===== config.mk =====
export PLATFORM = sky130hd
export DESIGN_NAME = hazard_scoreboard
export DESIGN_NICKNAME = d
export VERILOG_FILES = /design/src/rtl/hazard_pkg.sv /design/src/rtl/hazard_sb_entry.sv /design/src/rtl/hazard_scoreboard.sv
export SDC_FILE = /design/constraint.sdc
export NUM_CORES = 1
export LEC_CHECK = 0
export CORE_ASPECT_RATIO = 0.75
export CORE_MARGIN = 3
export CORE_UTILIZATION = 61
export CTS_BUF_LIST = sky130_fd_sc_hd__clkbuf_4
export DETAILED_ROUTE_END_ITERATION = 8
export PLACE_DENSITY = 0.89
export RECOVER_POWER = 25
export SYNTH_ARGS = -nofsm -noshare
export SYNTH_HDL_FRONTEND = slang
export SYNTH_SLANG_ARGS = --single-unit

===== constraint.sdc =====
create_clock -name clk -period 7.1 [get_ports clk]
set_input_delay 1.42 -clock clk [delete_from_list [all_inputs] [get_ports clk]]
set_output_delay 1.42 -clock clk [all_outputs]
set_load 0.02 [all_outputs]

===== src/rtl/hazard_pkg.sv =====
// Shared constants for the load-use hazard scoreboard: default widths and latencies.
package hazard_pkg;

  localparam int REG_AW_DEF   = 3;
  localparam int CNT_W        = 3;
  localparam int LOAD_LAT_DEF = 1;
  localparam int ALU_LAT_DEF  = 0;

  // Stall cycles owed to readers of a freshly issued writer.
  function automatic logic [CNT_W-1:0] owed_cycles(input logic is_load,
                                                  input int   load_lat,
                                                  input int   alu_lat);
    return is_load ? CNT_W'(load_lat) : CNT_W'(alu_lat);
  endfunction

endpackage


===== src/rtl/hazard_sb_entry.sv =====
// One scoreboard slot: remaining stall cycles owed by a single architectural register.
module hazard_sb_entry
  import hazard_pkg::*;
(
  input  logic             clk,
  input  logic             rst_n,
  input  logic             load,
  input  logic [CNT_W-1:0] load_val,
  output logic             busy
);

  logic [CNT_W-1:0] cnt_q, cnt_d;

  // A new writer overrides any count still running down.
  always_comb begin
    cnt_d = cnt_q;
    if (load) begin
      cnt_d = load_val;
    end else if (cnt_q != '0) begin
      cnt_d = cnt_q - CNT_W'(1);
    end
  end

  always_ff @(posedge clk or negedge rst_n) begin
    if (!rst_n) begin
      cnt_q <= '0;
    end else begin
      cnt_q <= cnt_d;
    end
  end

  assign busy = (cnt_q != '0);

endmodule


===== src/rtl/hazard_scoreboard.sv =====
// Per-register stall scoreboard driving ID-stage bubble / PC / IF-ID enables.
// Define HAZARD_STATS_EN to add the saturating stall_count statistic output.
module hazard_scoreboard
  import hazard_pkg::*;
#(
  parameter int REG_AW   = REG_AW_DEF,
  parameter int LOAD_LAT = LOAD_LAT_DEF,
  parameter int ALU_LAT  = ALU_LAT_DEF,
  parameter int R0_ZERO  = 1
) (
  input  logic              clk,
  input  logic              rst_n,
  input  logic              id_valid,
  input  logic [REG_AW-1:0] id_rs,
  input  logic [REG_AW-1:0] id_rt,
  input  logic              id_rs_used,
  input  logic              id_rt_used,
  input  logic [REG_AW-1:0] id_rd,
  input  logic              id_wr_en,
  input  logic              id_is_load,
  input  logic              flush,
  output logic              hazard,
  output logic              PCwrite,
  output logic              IF_IDwrite
`ifdef HAZARD_STATS_EN
  ,
  output logic [15:0]       stall_count
`endif
);

  localparam int NREG = 1 << REG_AW;

  logic [NREG-1:0]  busy;
  logic [NREG-1:0]  load_vec;
  logic [CNT_W-1:0] load_val;
  logic             rs_busy, rt_busy, raw, issue;

  // Register 0 is hardwired when R0_ZERO is set, so it can never be owed a stall.
  assign rs_busy = id_rs_used && busy[id_rs] && !((R0_ZERO != 0) && (id_rs == '0));
  assign rt_busy = id_rt_used && busy[id_rt] && !((R0_ZERO != 0) && (id_rt == '0));
  assign raw     = id_valid && (rs_busy || rt_busy);

  assign hazard     = raw && !flush;
  assign PCwrite    = !hazard;
  assign IF_IDwrite = !hazard;
  assign issue      = id_valid && !hazard && !flush;
  assign load_val   = owed_cycles(id_is_load, LOAD_LAT, ALU_LAT);

  for (genvar g = 0; g < NREG; g++) begin : g_entry
    localparam bit R0_MASK = (R0_ZERO != 0) && (g == 0);

    assign load_vec[g] = issue && id_wr_en && (id_rd == REG_AW'(g)) && !R0_MASK;

    hazard_sb_entry u_entry (
      .clk      (clk),
      .rst_n    (rst_n),
      .load     (load_vec[g]),
      .load_val (load_val),
      .busy     (busy[g])
    );
  end

`ifdef HAZARD_STATS_EN
  logic [15:0] stall_count_q;

  always_ff @(posedge clk or negedge rst_n) begin
    if (!rst_n) begin
      stall_count_q <= '0;
    end else if (hazard && (stall_count_q != 16'hFFFF)) begin
      stall_count_q <= stall_count_q + 16'd1;
    end
  end

  assign stall_count = stall_count_q;
`endif

endmodule


==> summary.txt, run 1 <==
Setup path
  – Worst Setup SP: id_rs[2]
  – Crit path DAT: 4.11 ns
  – CP Capture Type: output port
  – Crit Path Class: in -> out
  – Crit path launch type: input port
  – Worst Path Required: 5.68 ns
  – Reg-to-Reg Start: g_entry[3].u_entry.cnt_q[0]
  – Worst-path maximum fanout: 8
  – Worst Reg-to-Reg Cells: 7

Yosys
  – EDFF count, synth: 0
  – Synthesized Nets: 187
  – Yosys top cell area share: 35.03%
  – Post-synthesis sequential area ratio: 35.03%
  – Synth cell types: 29
  – Synthesized cell area: 1500 sq um
  – Ys async rst share: 100.0%
  – Synth Flop Type: dfrtp_1
  – Syn Area/Cell: 9.617 sq um
  – Area leader, netlist: dfrtp_1
  – Synthesized flop and latch total: 21
  – Synth top area cells: dfrtp_1 35%, ha_1 12%, nor2_1 6.5%
  – Gate Count Post-Synth: 156
  – Ys Warns: 0

STA
  – Max-slew violations: 0
  – Hold Fails Final Rpt: 0
  – Final setup fails: 0
  – RSZ-0062 raised after global routing: false
  – Final Skew: 0.002374 ns
  – F_max: 180.8 MHz
  – Setup WS post-layout: 1.569 ns
  – Sum Neg Setup Slack: 0 ns
  – Worst rel slew slack: 34.68%
  – Fin crit period: 5.531 ns
  – Worst Tran Pin Value: 0.9765 ns
  – Fin crit share: 77.90%

Global route
  – Vias in the first global route: 1100
  – Largest net degree at the start of global routing: 22
  – GRT Util Overall: 19.77%
  – Gr ovfl total: 0
  – Antenna violations before repair: 0
  – Global-route wire length before repair: 4.733 mm

Clocking
  – CTS tree: yes
  – Post-CTS setup buffers: 0
  – TritonCTS Buffers: 3
  – CTS resizes: 0
  – Clk slew on worst S/H paths: 0.12 ns
  – Clk_lat worst skew: 0.31 ns
  – CTS max path bufs: 2
  – # clock sinks: 21
  – H-tree depth: 1
  – Clock Root Buffer: clkbuf_4
  – Hold Buf Count CTS: 0

Cells and area
  – Nets: 210
  – Max FFs per register: 21
  – Reg with most FFs: g_entry.u_entry.cnt_q
  – Antenna diode count: 0
  – Regs by FF count: g_entry.u_entry.cnt_q x21
  – Final core occ: 80.59%
  – Area grow syn2layout: 16.68%
  – Layout cells sized above 1: 8.989%

Place
  – Detail Placement HPWL: 2.264 mm
  – Pre-CTS setup slack: 1.576 ns
  – Buffers on Ports: 19
  – GP Congestion: 0.7543

Floorplanning
  – Die area: 3097 sq um
  – Area of the core: 2172 sq um
  – Chip Height: 48.95 um
  – DIE WIDTH: 63.27 um
  – Rows: 14
  – I/O pin total: 20
  – Starting Density: 69.07%

Detailed routing
  – DRT Pass-1 Iters: 4
  – Via/cell ratio: 5.267
  – DR iter-0 viols: 62
  – Remaining antenna violation count after routing: 0
  – Number of remaining DRC errors: 0
  – Average wire per standard cell: 13.37 um
  – WL final: 2.807 mm
  – Vias post-DR: 1106

Hold path
  – Hold wc startpoint: g_entry[7].u_entry.cnt_q[1]
  – Hold Path Cell Cnt: 2
  – Hold WC Path Type: reg -> reg

Power and ir drop
  – LEAKAGE: 0.7902 nW
  – Max VDD drop: 0.0002561 V
  – Final total power: 654.8 uW
  – PD cells: 374.1 nW/um^2

Status
  – Run status: finished, final reports clean

Flow run
  – Max-Cap Viols: 0
cells in the final DEF, fill, tap and decap left out, drive strengths merged, types with 3 or more instances in the layout:
master	Yosys	layout
mux2i	4	4
xnor2	7	7
clkdlybuf4s50	0	18
mux2	7	7
nor3	3	3
dfrtp	21	21
nand2	9	9
clkbuf	0	3
nor2b	7	7
inv	22	22
a21oi	11	11
nor2	26	26
a211oi	7	7
ha	14	14
cell type report:
class / count / area [sq um]
Multi-Input combinational cell: 112 / 884.6
Clock inverter: 1 / 5.005
Fill cell: 153 / 421.7
Sequential cell: 21 / 525.5
Clock buffer: 3 / 22.52
Tap cell: 32 / 40.04
Timing Repair Buffer: 19 / 190.2
Inverter: 22 / 82.58
power by group:
group	total [mW]	internal (mW)	switching [mW]
Sequential	0.226	0.186	0.0400
Clock	0.0592	0.0211	0.0381
Combinational	0.370	0.176	0.194
Total	0.655	0.383	0.272
worst max-delay path, stage by stage:
cell             delay (ns)
clkdlybuf4s50_1        0.55
mux4_2                 0.56
a221oi_4               0.55
a21oi_2                0.08
or3b_1                 0.39
clkdlybuf4s50_1        0.55
Yosys cell counts (2+ instances only):
library cell,instances
a211oi_2,7
a21oi_1,10
and2_1,2
dfrtp_1,21
ha_1,14
inv_1,22
mux2_1,6
mux2i_1,4
nand2_1,9
nand2b_1,2
nor2_1,26
nor2b_1,6
nor3_1,3
nor3b_1,2
o31a_1,2
xnor2_1,7
path summary, 6_finish.rpt:
check	to	slack, ns
setup / recovery	PCwrite	1.57
hold / removal	g_entry[7].u_entry.cnt_q[1]	0.53
setup reg to reg	g_entry[5].u_entry.cnt_q[0]	4.56
hold reg to reg	g_entry[7].u_entry.cnt_q[1]	0.53
max in group asynchronous	g_entry[1].u_entry.cnt_q[0]	4.82
min in group asynchronous	g_entry[2].u_entry.cnt_q[1]	1.70
layer usage:
metal	routed length, um	track usage [%]	part of all wire, %
met4	34	5.018	1.2
met1	1253	23.84	45
met3	146	5.760	5.2
met2	1373	34.68	49
met5	0	0	0
cells by family (layout without fill, tap and decap cells):
group                    Yosys count  in the layout  share of synthesized area [%]
AND/OR/NAND/NOR                   55             55                          18.10
AO/OA/AOI/OAI                     23             23                          13.68
buffers and inverters             23             45                          6.005
flip-flops                        21             21                          35.03
adder cells (fa/ha/maj)           14             14                          11.68
multiplexers                      13             13                          11.43
XOR/XNOR                           7              7                          4.087
metrics by stage:
step	hold slack, ns	std cells	area [sq um]
6_report	0.5335	210	1750
3_3_place_gp	0.4935	206	1723
5_1_grt	0.5568	210	1750
3_5_place_dp	0.5073	206	1723
4_1_cts	0.5333	210	1750
2_1_floorplan	0.4802	156	1500
Note: power is estimated with default switching activity, not from simulation.
==> inputs of run 2 (changes only) <==
--- a/config.mk
+++ b/config.mk
@@ -7,10 +7,10 @@
 export LEC_CHECK = 0
 export CORE_ASPECT_RATIO = 0.75
 export CORE_MARGIN = 3
-export CORE_UTILIZATION = 61
+export CORE_UTILIZATION = 51
 export CTS_BUF_LIST = sky130_fd_sc_hd__clkbuf_4
 export DETAILED_ROUTE_END_ITERATION = 8
-export PLACE_DENSITY = 0.89
+export PLACE_DENSITY = 0.8
 export RECOVER_POWER = 25
 export SYNTH_ARGS = -nofsm -noshare
 export SYNTH_HDL_FRONTEND = slang
==> constraint.sdc (replaced) <==
create_clock -name clk -period 4.9 [get_ports clk]
set_input_delay 0.98 -clock clk [delete_from_list [all_inputs] [get_ports clk]]
set_output_delay 0.98 -clock clk [all_outputs]
set_load 0.02 [all_outputs]
==> summary.txt, run 2 (synthesis gave the netlist of run 1 again) <==
Status
  – Run status: finished, final reports clean

Floorplanning
  – Rows: 16
  – Starting Density: 55.51%
  – Chip Height: 52.97 um
  – Die area: 3635 sq um
  – I/O pin total: 20
  – DIE WIDTH: 68.63 um
  – Area of the core: 2703 sq um

STA
  – Hold Fails Final Rpt: 0
  – Setup WS post-layout: 0.5256 ns
  – Worst Tran Pin Value: 0.9683 ns
  – Worst rel slew slack: 35.24%
  – Fin crit share: 89.27%
  – F_max: 228.6 MHz
  – Max-slew violations: 0
  – Final Skew: 0.01070 ns
  – RSZ-0062 raised after global routing: false
  – Final setup fails: 0
  – Fin crit period: 4.374 ns
  – Hold Slack: 0.5256 ns
  – Sum Neg Setup Slack: 0 ns

Clocking
  – # clock sinks: 21
  – Post-CTS setup buffers: 0
  – TritonCTS Buffers: 3
  – Clock Root Buffer: clkbuf_4
  – Clk slew on worst S/H paths: 0.13 ns
  – CTS resizes: 0
  – CTS max path bufs: 2
  – Hold Buf Count CTS: 0
  – Clk_lat worst skew: 0.32 ns
  – CTS tree: yes
  – H-tree depth: 1

Global route
  – Vias in the first global route: 1095
  – Met2 Use GR: 33.12%
  – GRT Util Overall: 18.30%
  – GRT busiest layer: met2
  – Largest net degree at the start of global routing: 22
  – Met1 usage in global routing: 22.06%
  – Met3 GRT Util: 4.459%
  – Gr ovfl total: 0
  – Global-route wire length before repair: 4.899 mm
  – Antenna violations before repair: 0

Power and ir drop
  – Max VDD drop: 0.0003057 V
  – LEAKAGE: 0.7995 nW
  – PD cells: 536.8 nW/um^2
  – Final total power: 950.4 uW

Setup path
  – CP Capture Type: output port
  – Worst path most repeated cell: clkdlybuf4s50_1
  – Crit-path slowest cell: mux4_2
  – Crit path launch type: input port
  – Worst Path Required: 3.92 ns
  – Critical Path Max Stage Delay: 0.56 ns
  – Stages on worst setup path: 6
  – Worst Reg-to-Reg Cells: 7
  – Crit path DAT: 3.39 ns
  – Worst-path maximum fanout: 4
  – Crit Path Class: in -> out
  – Crit-path cells: clkdlybuf4s50_1 -> mux4_2 -> a221oi_4 -> a21oi_2 -> or3b_1 -> clkdlybuf4s50_1
  – Crit path buf inv count: 2
  – CP delay by family, top: buffers and inverters

Cells and area
  – Nets: 212
  – Antenna diode count: 0
  – Max FFs per register: 21
  – Most frequent cells in the layout: 26 x nor2_1, 22 x inv_1, 21 x dfrtp_1, 18 x clkdlybuf4s50_1, 14 x ha_1
  – Reg with most FFs: g_entry.u_entry.cnt_q
  – Commonest non-fill, non-tap cell in the layout: nor2_1
  – Layout cells sized above 1: 10.00%
  – Area grow syn2layout: 18.02%
  – Regs by FF count: g_entry.u_entry.cnt_q x21
  – Filler cells: 218
  – Final core occ: 65.51%

Detailed routing
  – Average wire per standard cell: 12.89 um
  – WL final: 2.785 mm
  – DRT Pass-1 Iters: 4
  – DR iter-0 viols: 53
  – Number of remaining DRC errors: 0
  – Remaining antenna violation count after routing: 0
  – Vias post-DR: 1133
  – Via/cell ratio: 5.245

Place
  – Pre-CTS setup slack: 0.5176 ns
  – GP Congestion: 0.8229
  – Detail Placement HPWL: 2.277 mm
  – Buffers on Ports: 19

Hold path
  – Hold WC Path Type: reg -> reg
  – Hold Path Cell Cnt: 2

Flow run
  – Max-Cap Viols: 0
-- run 2: changes by cell type in the layout (fill, tap and decap cells not counted), sizes merged --
| cell | previous run | this run |
|---|---|---|
| buf | 0 | 2 |
-- run 2: final timing paths --
kind | start | endpoint | slack [ns]
worst max-delay path | id_rs[2] | PCwrite | 0.53
worst min register to register | g_entry[7].u_entry.cnt_q[1] | g_entry[7].u_entry.cnt_q[1] | 0.53
max in group asynchronous | rst_n | g_entry[4].u_entry.cnt_q[2] | 3.06
min in group asynchronous | rst_n | g_entry[3].u_entry.cnt_q[2] | 1.25
worst min-delay path | g_entry[7].u_entry.cnt_q[1] | g_entry[7].u_entry.cnt_q[1] | 0.53
worst max register to register | g_entry[5].u_entry.cnt_q[0] | g_entry[4].u_entry.cnt_q[0] | 2.41
-- run 2: worst register-to-register path: stages, from the launching register on --
cell      delay (ns)
dfrtp_1         0.41
inv_1           0.10
ha_1            0.17
nor2b_1         0.38
o22ai_1         0.14
o31a_1          0.42
a211oi_2        0.41
mux2_1          0.35
-- run 2: per-stage QoR --
step           std cells  area, sq um
6_report             216         1770
4_1_cts              216         1770
2_1_floorplan        156         1500
3_3_place_gp         212         1743
3_5_place_dp         212         1743
5_1_grt              216         1770
-- run 2: area by class of cell --
type | instances | area, sq um | area share [%]
multi-input cells | 112 | 884.6 | 49.96
flip-flops and latches | 21 | 525.5 | 29.68
repair buffers | 21 | 205.2 | 11.59
inverters | 22 | 82.58 | 4.664
well taps | 36 | 45.04 | 2.544
clock buffers | 3 | 22.52 | 1.272
clock inverters | 1 | 5.005 | 0.2827
-- run 2: report_power, final --
group          switching (mW)  internal [mW]
clock network          0.0558         0.0306
registers              0.0602          0.269
logic                   0.275          0.260
total                   0.391          0.559
-- run 2: per-layer routing --
metal / up-vias / routed length, um
met3: 3 / 65
met2: 14 / 1506
met1: 544 / 1202
met4: 0 / 10
li1: 572 / -
met5: - / 0
==> inputs of run 3 (changes only) <==
--- a/config.mk
+++ b/config.mk
@@ -8,7 +8,7 @@
 export CORE_ASPECT_RATIO = 0.75
 export CORE_MARGIN = 3
 export CORE_UTILIZATION = 51
-export CTS_BUF_LIST = sky130_fd_sc_hd__clkbuf_4
+export CTS_BUF_LIST = sky130_fd_sc_hd__clkbuf_8
 export DETAILED_ROUTE_END_ITERATION = 8
 export PLACE_DENSITY = 0.8
 export RECOVER_POWER = 25
==> summary.txt, run 3 (synthesis gave the netlist of run 1 again) <==
Global route
  – Largest net degree at the start of global routing: 22
  – Vias in the first global route: 1103
  – Global-route wire length before repair: 4.988 mm
  – GRT Util Overall: 19.03%
  – Gr ovfl total: 0
  – Antenna violations before repair: 0

Clocking
  – CTS tree: yes
  – Post-CTS setup buffers: 0
  – Hold Buf Count CTS: 0
  – CTS resizes: 0
  – Clock Root Buffer: clkbuf_8
  – H-tree depth: 1
  – CTS max path bufs: 2
  – TritonCTS Buffers: 3
  – # clock sinks: 21
  – Clk_lat worst skew: 0.27 ns
  – Clk slew on worst S/H paths: 0.08 ns

Setup path
  – Reg-to-reg setup timing slack: 2.41 ns
  – Worst Reg-to-Reg Cells: 7
  – Crit Path Class: in -> out
  – Worst Setup SP: id_rs[2]
  – Worst Path Required: 3.92 ns
  – FF-to-FF End: g_entry[4].u_entry.cnt_q[0]
  – CP Capture Type: output port
  – Crit path DAT: 3.40 ns
  – Crit path launch type: input port
  – Worst-path maximum fanout: 4
  – Reg-to-Reg Start: g_entry[5].u_entry.cnt_q[0]

Place
  – Detail Placement HPWL: 2.277 mm
  – GP Congestion: 0.8229
  – Buffers on Ports: 19

Detailed routing
  – Remaining antenna violation count after routing: 0
  – Via/cell ratio: 5.250
  – Average wire per standard cell: 13.16 um
  – DR iter-0 viols: 52
  – DRT Pass-1 Iters: 4
  – Vias post-DR: 1134
  – WL final: 2.843 mm
  – Number of remaining DRC errors: 0

STA
  – Worst Tran Pin Value: 0.9739 ns
  – Final setup fails: 0
  – Final Skew: 0.008699 ns
  – Sum Neg Setup Slack: 0 ns
  – RSZ-0062 raised after global routing: false
  – F_max: 228.6 MHz
  – Worst rel slew slack: 34.86%
  – Max-slew violations: 0
  – Fin crit period: 4.375 ns
  – Fin crit share: 89.29%
  – Hold Fails Final Rpt: 0
  – Hold Slack: 0.5153 ns

Floorplanning
  – Rows: 16
  – DIE WIDTH: 68.63 um
  – Starting Density: 55.51%
  – Chip Height: 52.97 um
  – Area of the core: 2703 sq um
  – Die area: 3635 sq um
  – I/O pin total: 20

Cells and area
  – Commonest non-fill, non-tap cell in the layout: nor2_1
  – Reg with most FFs: g_entry.u_entry.cnt_q
  – Antenna diode count: 0
  – Layout cells sized above 1: 10.00%
  – Nets: 212
  – Most frequent cells in the layout: 26 x nor2_1, 22 x inv_1, 21 x dfrtp_1, 18 x clkdlybuf4s50_1, 14 x ha_1
  – Area grow syn2layout: 19.27%
  – Max FFs per register: 21
  – Regs by FF count: g_entry.u_entry.cnt_q x21

Power and ir drop
  – LEAKAGE: 0.8072 nW
  – Max VDD drop: 0.0002641 V
  – Final total power: 981.8 uW
  – PD cells: 548.8 nW/um^2

Hold path
  – Hold WC Path Type: reg -> reg
  – WHS Endpoint: g_entry[7].u_entry.cnt_q[1]
  – Hold Path Cell Cnt: 2
  – Hold wc startpoint: g_entry[7].u_entry.cnt_q[1]

Status
  – Run status: finished, final reports clean

Flow run
  – Max-Cap Viols: 0
-- run 3: layer usage --
layer / GRT usage [%] / part of all wire (%) / vias up
li1: - / - / 570
met1: 22.59 / 42 / 540
met2: 33.12 / 53 / 20
met3: 5.732 / 3.6 / 4
met4: 4.950 / 0.91 / 0
met5: 0 / 0 / -
-- run 3: stage by stage --
step | instance area, sq um | utilization [%] | setup WS (ns) | cells
global route | 1789 | 66.20 | 0.3766 | 216
global placement | 1743 | 64.49 | 0.5517 | 212
CTS | 1789 | 66.20 | 0.5137 | 216
finish | 1789 | 66.20 | 0.5248 | 216
floorplan | 1500 | - | 1.190 | 156
detailed placement | 1743 | 64.49 | 0.5176 | 212
-- run 3: worst max-delay path by stage --
stage | end | slack [ns]
6_report | PCwrite | 0.52
5_1_grt | PCwrite | 0.38
4_1_cts | PCwrite | 0.51
3_5_place_dp | PCwrite | 0.52
3_3_place_gp | IF_IDwrite | 0.55
2_1_floorplan | PCwrite | 1.19
-- run 3: layout make-up --
| type | count | area, sq um |
|---|---|---|
| fill | 219 | 913.4 |
| multi-input combinational | 112 | 884.6 |
| sequential | 21 | 525.5 |
| timing repair buffer | 21 | 205.2 |
| inverter | 22 | 82.58 |
| tap | 36 | 45.04 |
| clock buffer | 3 | 41.29 |
| clock inverter | 1 | 5.005 |
-- run 3: where the power goes --
part	switching, mW	leakage [nW]	internal (mW)
Combinational	0.275	0.531	0.260
Sequential	0.0604	0.251	0.270
Clock	0.0595	0.0255	0.0568
Total	0.395	0.807	0.587
-- run 3: critical path, cell delays in order --
cell,delay [ns]
clkdlybuf4s50_1,0.54
mux4_2,0.56
a221oi_4,0.32
a21oi_2,0.07
or3b_1,0.37
clkdlybuf4s50_1,0.55
